`src/rtl/cam_downsampler_p_if.sv`:
```
// rtl/cam_downsampler_p_if.sv - camera byte stream in, framebuffer write port out
interface cam_downsampler_p_if;
    logic       HREF;
    logic       VSYNC;
    logic [7:0] pixel_in;
    logic [7:0] pixel_out;
    logic       W_EN;
    logic [7:0] X_ADDR;
    logic [7:0] Y_ADDR;
    logic       FRAME_DONE;
    logic       LINE_ERR;

    modport master (
        output HREF, VSYNC, pixel_in,
        input  pixel_out, W_EN, X_ADDR, Y_ADDR, FRAME_DONE, LINE_ERR
    );

    modport slave (
        input  HREF, VSYNC, pixel_in,
        output pixel_out, W_EN, X_ADDR, Y_ADDR, FRAME_DONE, LINE_ERR
    );
endinterface

```
`src/rtl/cam_downsampler_p.sv`:
```
// rtl/cam_downsampler_p.sv - camera byte-pair to 8-bit pixel converter with decimating framebuffer writer
module cam_downsampler_p #(
    parameter int IN_FMT  = 0,
    parameter int DECIM   = 1,
    parameter int H_PIX   = 176,
    parameter int V_LINES = 144
) (
    input  logic PCLK,
    input  logic RESET,
    cam_downsampler_p_if.slave cam
);
    localparam int CW = 11;
    localparam int SH = (DECIM == 4) ? 2 : ((DECIM == 2) ? 1 : 0);
    localparam logic [CW-1:0] CMAX  = '1;
    localparam logic [CW-1:0] DMASK = CW'(DECIM - 1);

    logic          phase;
    logic          href_d;
    logic          vsync_d;
    logic          line_ok;
    logic          written;
    logic [7:0]    b0;
    logic [CW-1:0] xc;
    logic [CW-1:0] yc;
    logic [CW-1:0] xq;
    logic [CW-1:0] yq;
    logic [7:0]    pix_conv;
    logic          href_fall;
    logic          vs_rise;
    logic          odd_fall;
    logic          take_pixel;
    logic          do_write;

    always_comb begin
        href_fall  = href_d & ~cam.HREF;
        vs_rise    = cam.VSYNC & ~vsync_d;
        odd_fall   = href_fall & phase;
        take_pixel = cam.HREF & ~cam.VSYNC & phase;
        xq         = xc >> SH;
        yq         = yc >> SH;
        // line_ok is low for a line cut by reset or VSYNC, so its tail never lands in memory
        do_write   = take_pixel & line_ok
                   & ((xc & DMASK) == '0) & ((yc & DMASK) == '0)
                   & (xq < CW'(H_PIX)) & (yq < CW'(V_LINES));
        pix_conv   = b0;
        if (IN_FMT == 0)
            pix_conv = {b0[7:5], b0[2:0], cam.pixel_in[4:3]};
        else if (IN_FMT == 1)
            pix_conv = {b0[3:1], cam.pixel_in[7:5], cam.pixel_in[3:2]};
    end

    always_ff @(posedge PCLK) begin
        if (RESET) begin
            phase          <= 1'b0;
            href_d         <= 1'b0;
            vsync_d        <= 1'b0;
            line_ok        <= 1'b0;
            written        <= 1'b0;
            b0             <= '0;
            xc             <= '0;
            yc             <= '0;
            cam.pixel_out  <= '0;
            cam.W_EN       <= 1'b0;
            cam.X_ADDR     <= '0;
            cam.Y_ADDR     <= '0;
            cam.FRAME_DONE <= 1'b0;
            cam.LINE_ERR   <= 1'b0;
        end else begin
            href_d  <= cam.HREF;
            vsync_d <= cam.VSYNC;
            phase   <= (cam.HREF && !cam.VSYNC) ? ~phase : 1'b0;
            if (cam.HREF && !cam.VSYNC && !phase)
                b0 <= cam.pixel_in;

            if (!cam.HREF)
                line_ok <= 1'b1;
            else if (cam.VSYNC)
                line_ok <= 1'b0;

            if (!cam.HREF || cam.VSYNC)
                xc <= '0;
            else if (take_pixel && xc != CMAX)
                xc <= xc + 1'b1;

            if (cam.VSYNC)
                yc <= '0;
            else if (href_fall && line_ok && yc != CMAX)
                yc <= yc + 1'b1;

            cam.W_EN <= do_write;
            if (do_write) begin
                cam.pixel_out <= pix_conv;
                cam.X_ADDR    <= xq[7:0];
                cam.Y_ADDR    <= yq[7:0];
            end

            if (do_write)
                written <= 1'b1;
            else if (vs_rise)
                written <= 1'b0;
            cam.FRAME_DONE <= vs_rise & written;

            // an odd fall on the same edge as the VSYNC rise keeps the flag set
            if (vs_rise)
                cam.LINE_ERR <= odd_fall;
            else if (odd_fall)
                cam.LINE_ERR <= 1'b1;
        end
    end
endmodule

```
`src/flat_wrapper.sv`:
```
// flat-port wrapper written by rule: the top's interface ports become plain ports
module cam_downsampler_p_flat 
#(
    parameter int IN_FMT  = 0,
    parameter int DECIM   = 1,
    parameter int H_PIX   = 176,
    parameter int V_LINES = 144
)
  (PCLK, RESET, cam_HREF, cam_VSYNC, cam_pixel_in, cam_pixel_out, cam_W_EN, cam_X_ADDR, cam_Y_ADDR, cam_FRAME_DONE, cam_LINE_ERR);
  cam_downsampler_p_if cam_i ();
  input  logic PCLK;
  input  logic RESET;
  input wire logic [$bits(cam_i.HREF)-1:0] cam_HREF;
  input wire logic [$bits(cam_i.VSYNC)-1:0] cam_VSYNC;
  input wire logic [$bits(cam_i.pixel_in)-1:0] cam_pixel_in;
  output wire logic [$bits(cam_i.pixel_out)-1:0] cam_pixel_out;
  output wire logic [$bits(cam_i.W_EN)-1:0] cam_W_EN;
  output wire logic [$bits(cam_i.X_ADDR)-1:0] cam_X_ADDR;
  output wire logic [$bits(cam_i.Y_ADDR)-1:0] cam_Y_ADDR;
  output wire logic [$bits(cam_i.FRAME_DONE)-1:0] cam_FRAME_DONE;
  output wire logic [$bits(cam_i.LINE_ERR)-1:0] cam_LINE_ERR;
  assign cam_i.HREF = cam_HREF;
  assign cam_i.VSYNC = cam_VSYNC;
  assign cam_i.pixel_in = cam_pixel_in;
  assign cam_pixel_out = cam_i.pixel_out;
  assign cam_W_EN = cam_i.W_EN;
  assign cam_X_ADDR = cam_i.X_ADDR;
  assign cam_Y_ADDR = cam_i.Y_ADDR;
  assign cam_FRAME_DONE = cam_i.FRAME_DONE;
  assign cam_LINE_ERR = cam_i.LINE_ERR;
  cam_downsampler_p #(.IN_FMT(IN_FMT), .DECIM(DECIM), .H_PIX(H_PIX), .V_LINES(V_LINES)) u_core (.PCLK(PCLK), .RESET(RESET), .cam(cam_i));
endmodule
```
`config.mk`:
```
export PLATFORM = sky130hd
export DESIGN_NAME = cam_downsampler_p_flat
export DESIGN_NICKNAME = d
export VERILOG_FILES = /design/src/rtl/cam_downsampler_p_if.sv /design/src/rtl/cam_downsampler_p.sv /design/src/flat_wrapper.sv
export SDC_FILE = /design/constraint.sdc
export NUM_CORES = 1
export LEC_CHECK = 0
export CAP_MARGIN = 20
export CORE_MARGIN = 2
export CORE_UTILIZATION = 57
export DETAILED_ROUTE_END_ITERATION = 16
export PLACE_DENSITY = 0.94
export SLEW_MARGIN = 20
export SYNTH_ARGS = -nofsm -noshare
export SYNTH_HDL_FRONTEND = slang
export SYNTH_SLANG_ARGS = --single-unit
```
`constraint.sdc`:
```
create_clock -name PCLK -period 2.7 [get_ports PCLK]
set_input_delay 0.54 -clock PCLK [delete_from_list [all_inputs] [get_ports PCLK]]
set_output_delay 0.54 -clock PCLK [all_outputs]
set_load 0.1 [all_outputs]
```
==> summary.txt, run 1 <==
Run status -> finished, final reports clean
Top_reg_cell synth -> dfxtp_1
Antenna diode count -> 0
Power density over the cells -> 559 nW/um^2
Post-route ant nets -> 0
Min-delay worst type -> reg -> reg
CP required -> 2980 ps
Fin cells -> 382
FF-to-FF setup slack -> 790 ps
Min-Delay Path Depth -> 2
Worst-Margin Slew -> 614 ps
# Post-CTS Setup Buffers -> 0
Fmax -> 0.497 GHz
Cells on worst reg2reg path -> 5
Post-Place Cells -> 366
Nets -> 339
Placer Congestion -> 0.882
Worst setup SP type -> input pin
Final hold viol count -> 0
CP Max Fanout -> 12
RSZ-0062 raised after global routing -> no
Initial antenna violation count -> 0
Mapped cell area -> 2570 um^2
Global-route wire length before repair -> 10400 um
CTS tree -> built
Via count -> 2364
Multi-input gate area -> 1240 um^2
Clk_lat worst skew -> 330 ps
Largest net degree at the start of global routing -> 34
Final TNS setup -> 0 ps
Synth unique cells -> 50
WHS -> 462 ps
Slew Limit Fails -> 0
Die X -> 71.1 um
Vias in the first global route -> 2270
Filler cells -> 327
FF-to-FF End -> u_core.yc[2]
Core ar. -> 4350 um^2
WP data arrival -> 2290 ps
Post-synth ARST share -> 0
VDD IR-drop max -> 0.374 mV
EDFF count, synth -> 0
Vias per Instance -> 6.19
DPL Wire Length -> 4160 um
# rows -> 24
Worst r2r src -> u_core.yc[0]
Pre-Repair DR Iteration Count -> 5
Mapped Nets -> 304
Sink Count -> 60
Number of max-cap violations -> 0
YS warnings -> 0
Hold Path Sink -> u_core.written
Area contributors post-synth -> dfxtp_1, a21oi_1, nand3_1
Die ar. -> 5060 um^2
Final Setup Violations -> 0
Post-synthesis average cell area -> 8.86 um^2
Sequential element share of the synthesized area -> 0.468
Gr ovfl total -> 0
CTS Buffer Depth -> 2
Period utilization -> 0.745
CTS clk-pin slew, worst paths -> 60 ps
WS Path Type -> in -> reg
Hold buffer count at cts -> 0
Clk_skew -> 7.88 ps
Number of H-tree levels -> 3
Register area -> 1200 um^2
Rel. slew slack -> 0.585
Root Buffer -> clkbuf_8
HP Start -> u_core.written
DRT iter0 DRCs -> 202
Leakage -> 1.11 nW
Num CTS Buffers -> 9
DRC violation count after routing -> 0
Top cell type's share of synthesized area -> 0.468
Die extent in y -> 71.1 um
Commonest cells post-synth -> dfxtp_1, a21oi_1, nand3_1
Post_cts resized -> 0
IO Pins -> 39
PortBufs -> 38
Area Growth Syn to Fin -> 19.0%
Drt wl/cell -> 16.0 um
Flops & latches, synth -> 60
Gr usage total -> 0.261
Final WL -> 6110 um
Initial Util -> 0.590
Setup ws final -> 689 ps
Top-count cell post-synth -> dfxtp_1
Final Critical Period -> 2010 ps
Post-Syn Instances -> 290
Largest area contributor in the netlist -> dfxtp_1
Overall Power -> 1.71 mW
Critical Path End Type -> flop
Layout cells sized above 1 -> 0.161
Pre-CTS setup slack -> 364 ps
## registers in the layout (all words and copies together) (netlist names)
signal and count:
u_core.xc 11, u_core.yc 11, u_core.cam.X_ADDR 8, u_core.cam.Y_ADDR 8
u_core.cam.pixel_out 8, u_core.b0 6, u_core.cam.FRAME_DONE 1, u_core.cam.LINE_ERR 1
u_core.cam.W_EN 1, u_core.href_d 1, u_core.line_ok 1, u_core.phase 1
u_core.vsync_d 1, u_core.written 1
## area by class of cell
class	count	share of cell area
flip-flops and latches	60	0.393
repair buffers	44	0.117
multi-input cells	206	0.404
well taps	52	0.0213
clock inverters	1	0.00164
clock buffers	15	0.0577
inverters	4	0.00491
## metal layers
metal | GRT usage | part of all wire | up-vias
li1 | - | - | 1138
met1 | 0.323 | 0.43 | 1108
met2 | 0.409 | 0.48 | 100
met3 | 0.0983 | 0.068 | 18
met4 | 0.113 | 0.022 | 0
met5 | 0 | 0 | -
## report_power, final
group / leakage, nW / switching, mW / total (mW) / internal (mW)
Combinational: 0.534 / 0.0384 / 0.0684 / 0.0300
Clock: 0.0937 / 0.331 / 0.740 / 0.408
Sequential: 0.485 / 0.00578 / 0.899 / 0.893
Total: 1.11 / 0.376 / 1.71 / 1.33
## cells in the final DEF, fill, tap and decap left out, drive strengths merged, types with 2 or more instances in the layout
cell type,instances
clkbuf,15
inv,4
and4,4
or4,2
mux2i,9
nand3,33
ha,2
buf,33
nand3b,2
dfxtp,60
and3,4
o31ai,6
nand2,11
a311oi,2
a211oi,3
and3b,2
nor4,3
nor2,21
a21oi,35
o21ai,28
clkdlybuf4s50,11
and2,2
a2111oi,2
or3,5
nand4,5
xnor2,4
nor3,5
## worst max-delay path by stage
stage,endpoint,cells past startpoint,from
finish,u_core.xc[9],5,cam_HREF
global route,u_core.xc[9],5,cam_HREF
CTS,u_core.xc[9],5,cam_HREF
detailed placement,u_core.xc[9],5,cam_HREF
global placement,u_core.xc[5],5,cam_VSYNC
floorplan,u_core.xc[5],5,cam_VSYNC
## cell families (layout without fill, tap and decap cells)
kind of cell | count (synthesis) | count (layout) | synth area share
AND/OR/NAND/NOR | 105 | 105 | 0.227
AO/OA/AOI/OAI | 85 | 85 | 0.192
flip-flops | 60 | 60 | 0.468
buffers and inverters | 24 | 64 | 0.0511
multiplexers | 9 | 9 | 0.0351
XOR/XNOR | 5 | 5 | 0.0170
adder cells (fa/ha/maj) | 2 | 2 | 0.00974
## metrics by stage
stage / cell area, um^2 / util
2_1_floorplan: 2570 / -
3_3_place_gp: 2880 / 0.660
3_5_place_dp: 2880 / 0.660
4_1_cts: 3060 / 0.702
5_1_grt: 3060 / 0.702
6_report: 3060 / 0.702
## worst max-delay path, stage by stage
cell	delay (ps)
clkdlybuf4s50_1	620
inv_1	150
or3_1	580
a311oi_1	280
a41o_1	120
Note: power is estimated with default switching activity, not from simulation.
==> inputs of run 2 (changes only) <==
CORE_UTILIZATION = 53   (was 57)
PLACE_DENSITY = 0.89   (was 0.94)
clock period = 1.9 ns   (was 2.7 ns; I/O delays follow)
==> summary.txt, run 2 (synthesized netlist as in run 1, its figures left out) <==
FF-to-FF setup slack -> 100 ps
Hold Path Sink -> u_core.cam.pixel_out[2]
Rel. slew slack -> 0.608
Root Buffer -> clkbuf_8
Initial Util -> 0.547
Period utilization -> 0.948
Antenna diode count -> 0
Area Growth Syn to Fin -> 24.3%
Hold buffer count at cts -> 0
Initial antenna violation count -> 0
VDD IR-drop max -> 0.504 mV
Final Critical Period -> 1800 ps
Leakage -> 1.20 nW
Min-delay worst type -> reg -> reg
Fmax -> 0.555 GHz
Cells on worst reg2reg path -> 5
Clk_skew -> 6.66 ps
WP data arrival -> 2030 ps
Gr ovfl total -> 0
PortBufs -> 38
Overall Power -> 2.33 mW
Gr usage total -> 0.246
Vias per Instance -> 5.98
Die X -> 73.6 um
DRC violation count after routing -> 0
DRT iter0 DRCs -> 150
CTS clk-pin slew, worst paths -> 60 ps
Final WL -> 6160 um
Number of max-cap violations -> 0
Number of H-tree levels -> 3
WS Path Type -> reg -> reg
Nets -> 356
DPL Wire Length -> 4260 um
Final TNS setup -> 0 ps
Post-route ant nets -> 0
FF-to-FF End -> u_core.xc[1]
IO Pins -> 39
CP Max Fanout -> 6
CTS Buffer Depth -> 2
Critical Path End Type -> flop
CP Cell Sequence -> ha_1, nand3_1, o31ai_1, mux2i_1, nor2_1
CP required -> 2130 ps
Clk_lat worst skew -> 340 ps
Min-Delay Path Depth -> 2
Worst setup SP type -> flop
Drt wl/cell -> 15.4 um
WHS -> 473 ps
Final hold viol count -> 0
Final Setup Violations -> 0
CTS tree -> built
Worst path slowest cell -> o31ai_1
Layout cells sized above 1 -> 0.206
Global-route wire length before repair -> 10300 um
Num CTS Buffers -> 9
Run status -> finished, final reports clean
Commonest non-fill, non-tap cell in the layout -> dfxtp_1
Sink Count -> 60
Via count -> 2388
Die extent in y -> 73.6 um
Worst r2r src -> u_core.xc[0]
Power density over the cells -> 731 nW/um^2
Commonest cells after routing, fill and taps aside -> dfxtp_1, buf_4, a21oi_1
Largest net degree at the start of global routing -> 25
HP Start -> u_core.cam.pixel_out[2]
Vias in the first global route -> 2259
Pre-Repair DR Iteration Count -> 4
Worst path max stage delay -> 490 ps
RSZ-0062 raised after global routing -> yes
Slew Limit Fails -> 0
Core ar. -> 4690 um^2
Placer Congestion -> 0.940
Die ar. -> 5420 um^2
# rows -> 25
Worst-Margin Slew -> 573 ps
Largest regs -> u_core.xc (11), u_core.yc (11)
==> run 2: repair_timing <==
action | CTS | global route
gates resized for setup | 0 | 2
setup endpoints to repair | 0 | 3
buffers inserted | 0 | 0
==> run 2: metal layers <==
layer / GRT usage / share of wire / wire length (um)
met4: 0.0869 / 0.011 / 69
met3: 0.0754 / 0.055 / 341
met2: 0.403 / 0.49 / 3050
met5: 0 / 0 / 0
met1: 0.304 / 0.44 / 2700
==> run 2: through the flow <==
stage	cells	utilization	area, um^2	setup WS [ps]
2_1_floorplan	290	-	2570	235
3_3_place_gp	385	0.646	3030	-128
3_5_place_dp	385	0.646	3030	-169
4_1_cts	399	0.679	3190	67.4
5_1_grt	399	0.681	3190	-53.4
6_report	399	0.681	3190	98.8
==> run 2: worst max-delay path, delay by kind of cell (launching register included) <==
| family | cells | cell delay (ps) |
|---|---|---|
| compound gates | 1 | 490 |
| flops | 1 | 420 |
| fa+ha+maj | 1 | 260 |
| mux | 1 | 260 |
| simple gates | 2 | 250 |
==> run 2: power by group <==
group / leakage (nW) / total (mW) / switching (mW) / internal [mW]
clock: 0.0848 / 0.945 / 0.458 / 0.487
sequential: 0.485 / 1.28 / 0.00812 / 1.27
combinational: 0.631 / 0.112 / 0.0569 / 0.0547
==> run 2: worst max-delay path by stage <==
stage	from	to	slack, ps
after floorplan	u_core.yc[0]	u_core.yc[2]	240
after global placement	cam_HREF	u_core.xc[5]	-130
after detailed placement	cam_HREF	u_core.yc[7]	-170
after CTS	u_core.xc[0]	u_core.xc[7]	70
after global routing	u_core.xc[0]	u_core.xc[6]	-50
final	u_core.xc[0]	u_core.xc[1]	100
==> run 2: cell type report <==
type | instances | area (um^2)
fillers | 384 | 1500
multi-input cells | 206 | 1240
flip-flops and latches | 60 | 1200
repair buffers | 61 | 510
clock buffers | 11 | 141
well taps | 54 | 67.6
clock inverters | 3 | 15.0
inverters | 4 | 15.0
==> inputs of run 3 (changes only) <==
CORE_MARGIN = not set   (was 2)
GPL_ROUTABILITY_DRIVEN = 0   (was not set)
==> summary.txt, run 3 (synthesized netlist as in run 1, its figures left out) <==
Run status -> finished, final reports clean
Initial antenna violation count -> 0
Final Critical Period -> 1790 ps
Root Buffer -> clkbuf_8
Final hold viol count -> 0
Die X -> 71.6 um
Overall Power -> 2.41 mW
Period utilization -> 0.943
Vias per Instance -> 6.07
Worst-Margin Slew -> 500 ps
FF-to-FF setup slack -> 110 ps
Vias in the first global route -> 2265
Clk_lat worst skew -> 350 ps
Post-Place Cells -> 385
CP Max Fanout -> 6
Worst r2r src -> u_core.xc[1]
Pre-Repair DR Iteration Count -> 4
Drt wl/cell -> 15.1 um
Hold Path Sink -> u_core.cam.pixel_out[7]
Post-route ant nets -> 0
IO Pins -> 39
Commonest non-fill, non-tap cell in the layout -> dfxtp_1
Setup ws final -> 108 ps
Final WL -> 6070 um
CP required -> 2140 ps
Min-delay worst type -> reg -> reg
Critical Path End Type -> flop
# rows -> 24
Rel. slew slack -> 0.658
Gr usage total -> 0.258
Largest net degree at the start of global routing -> 26
Num CTS Buffers -> 9
Nets -> 358
Global-route wire length before repair -> 10100 um
Leakage -> 1.21 nW
Cells on worst reg2reg path -> 5
WS Path Type -> reg -> reg
DRT iter0 DRCs -> 163
Fin cells -> 401
Clk_skew -> 10.2 ps
CTS tree -> built
DPL Wire Length -> 4120 um
Area Growth Syn to Fin -> 25.4%
Via count -> 2435
CTS Buffer Depth -> 2
HP Start -> u_core.b0[7]
Pre-CTS setup slack -> -146 ps
Final core occ -> 0.715
Min-Delay Path Depth -> 2
Largest regs -> u_core.xc (11), u_core.yc (11)
Number of H-tree levels -> 3
Die ar. -> 5130 um^2
Fmax -> 0.558 GHz
Slew Limit Fails -> 0
WP data arrival -> 2030 ps
Design area -> 3220 um^2
VDD IR-drop max -> 0.542 mV
Initial Util -> 0.570
Die extent in y -> 71.6 um
Worst setup SP type -> flop
Post-DP Area -> 3040 um^2
Antenna diode count -> 0
Layout cells sized above 1 -> 0.215
PortBufs -> 38
FF-to-FF End -> u_core.xc[1]
Power density over the cells -> 747 nW/um^2
CTS clk-pin slew, worst paths -> 80 ps
Final Setup Violations -> 0
Commonest cells after routing, fill and taps aside -> dfxtp_1, buf_4, a21oi_1
Hold buffer count at cts -> 0
Number of max-cap violations -> 0
DRC violation count after routing -> 0
Core ar. -> 4500 um^2
Gr ovfl total -> 0
Post_cts resized -> 0
# Post-CTS Setup Buffers -> 0
Sink Count -> 60
run 3: cell count changes in the layout (fill, tap and decap cells not counted), sizes merged:
| cell | before | now |
|---|---|---|
| clkinvlp | 0 | 1 |
| clkbuf | 11 | 9 |
| inv | 4 | 5 |
| buf | 50 | 52 |
| clkinv | 3 | 5 |
run 3: area by class of cell:
type                            count  area, um^2
Sequential cell                    60        1200
Fill cell                         344        1280
Inverter                            4        15.0
Clock buffer                        9         124
Clock inverter                      7        52.6
Tap cell                           52        65.1
Multi-Input combinational cell    206        1240
Timing Repair Buffer               63         526
run 3: worst max-delay path, cell delays in order (launching register included):
cell	delay, ps
dfxtp_1	400
ha_1	240
nand3_1	220
o31ai_1	510
mux2i_1	260
nor2_1	50
run 3: layer usage:
| layer | part of all wire | vias to the layer above | track usage | wire (um) |
|---|---|---|---|---|
| li1 | - | 1179 | - | - |
| met1 | 0.43 | 1153 | 0.307 | 2590 |
| met2 | 0.49 | 90 | 0.418 | 2990 |
| met3 | 0.060 | 13 | 0.0577 | 366 |
| met4 | 0.019 | 0 | 0.170 | 118 |
| met5 | 0 | - | 0 | 0 |
run 3: per-stage QoR:
stage	hold slack, ps	setup TNS, ps
after floorplan	427	0
after global placement	433	-1290
after detailed placement	458	-2190
after CTS	465	0
after global routing	492	-17.1
final	466	0
run 3: where the power goes:
part	total (mW)	switching (mW)	internal, mW
clock	1.02	0.543	0.478
combinational	0.109	0.0550	0.0536
sequential	1.28	0.00784	1.27
total	2.41	0.606	1.80
run 3: worst max-delay path by stage:
stage                       from  cells after the start      endpoint
floorplan           u_core.yc[0]                      5  u_core.yc[2]
global placement        cam_HREF                      5  u_core.yc[7]
detailed placement      cam_HREF                      5  u_core.yc[7]
CTS                 u_core.xc[1]                      5  u_core.xc[1]
global route        u_core.xc[1]                      5  u_core.xc[1]
finish              u_core.xc[1]                      5  u_core.xc[1]
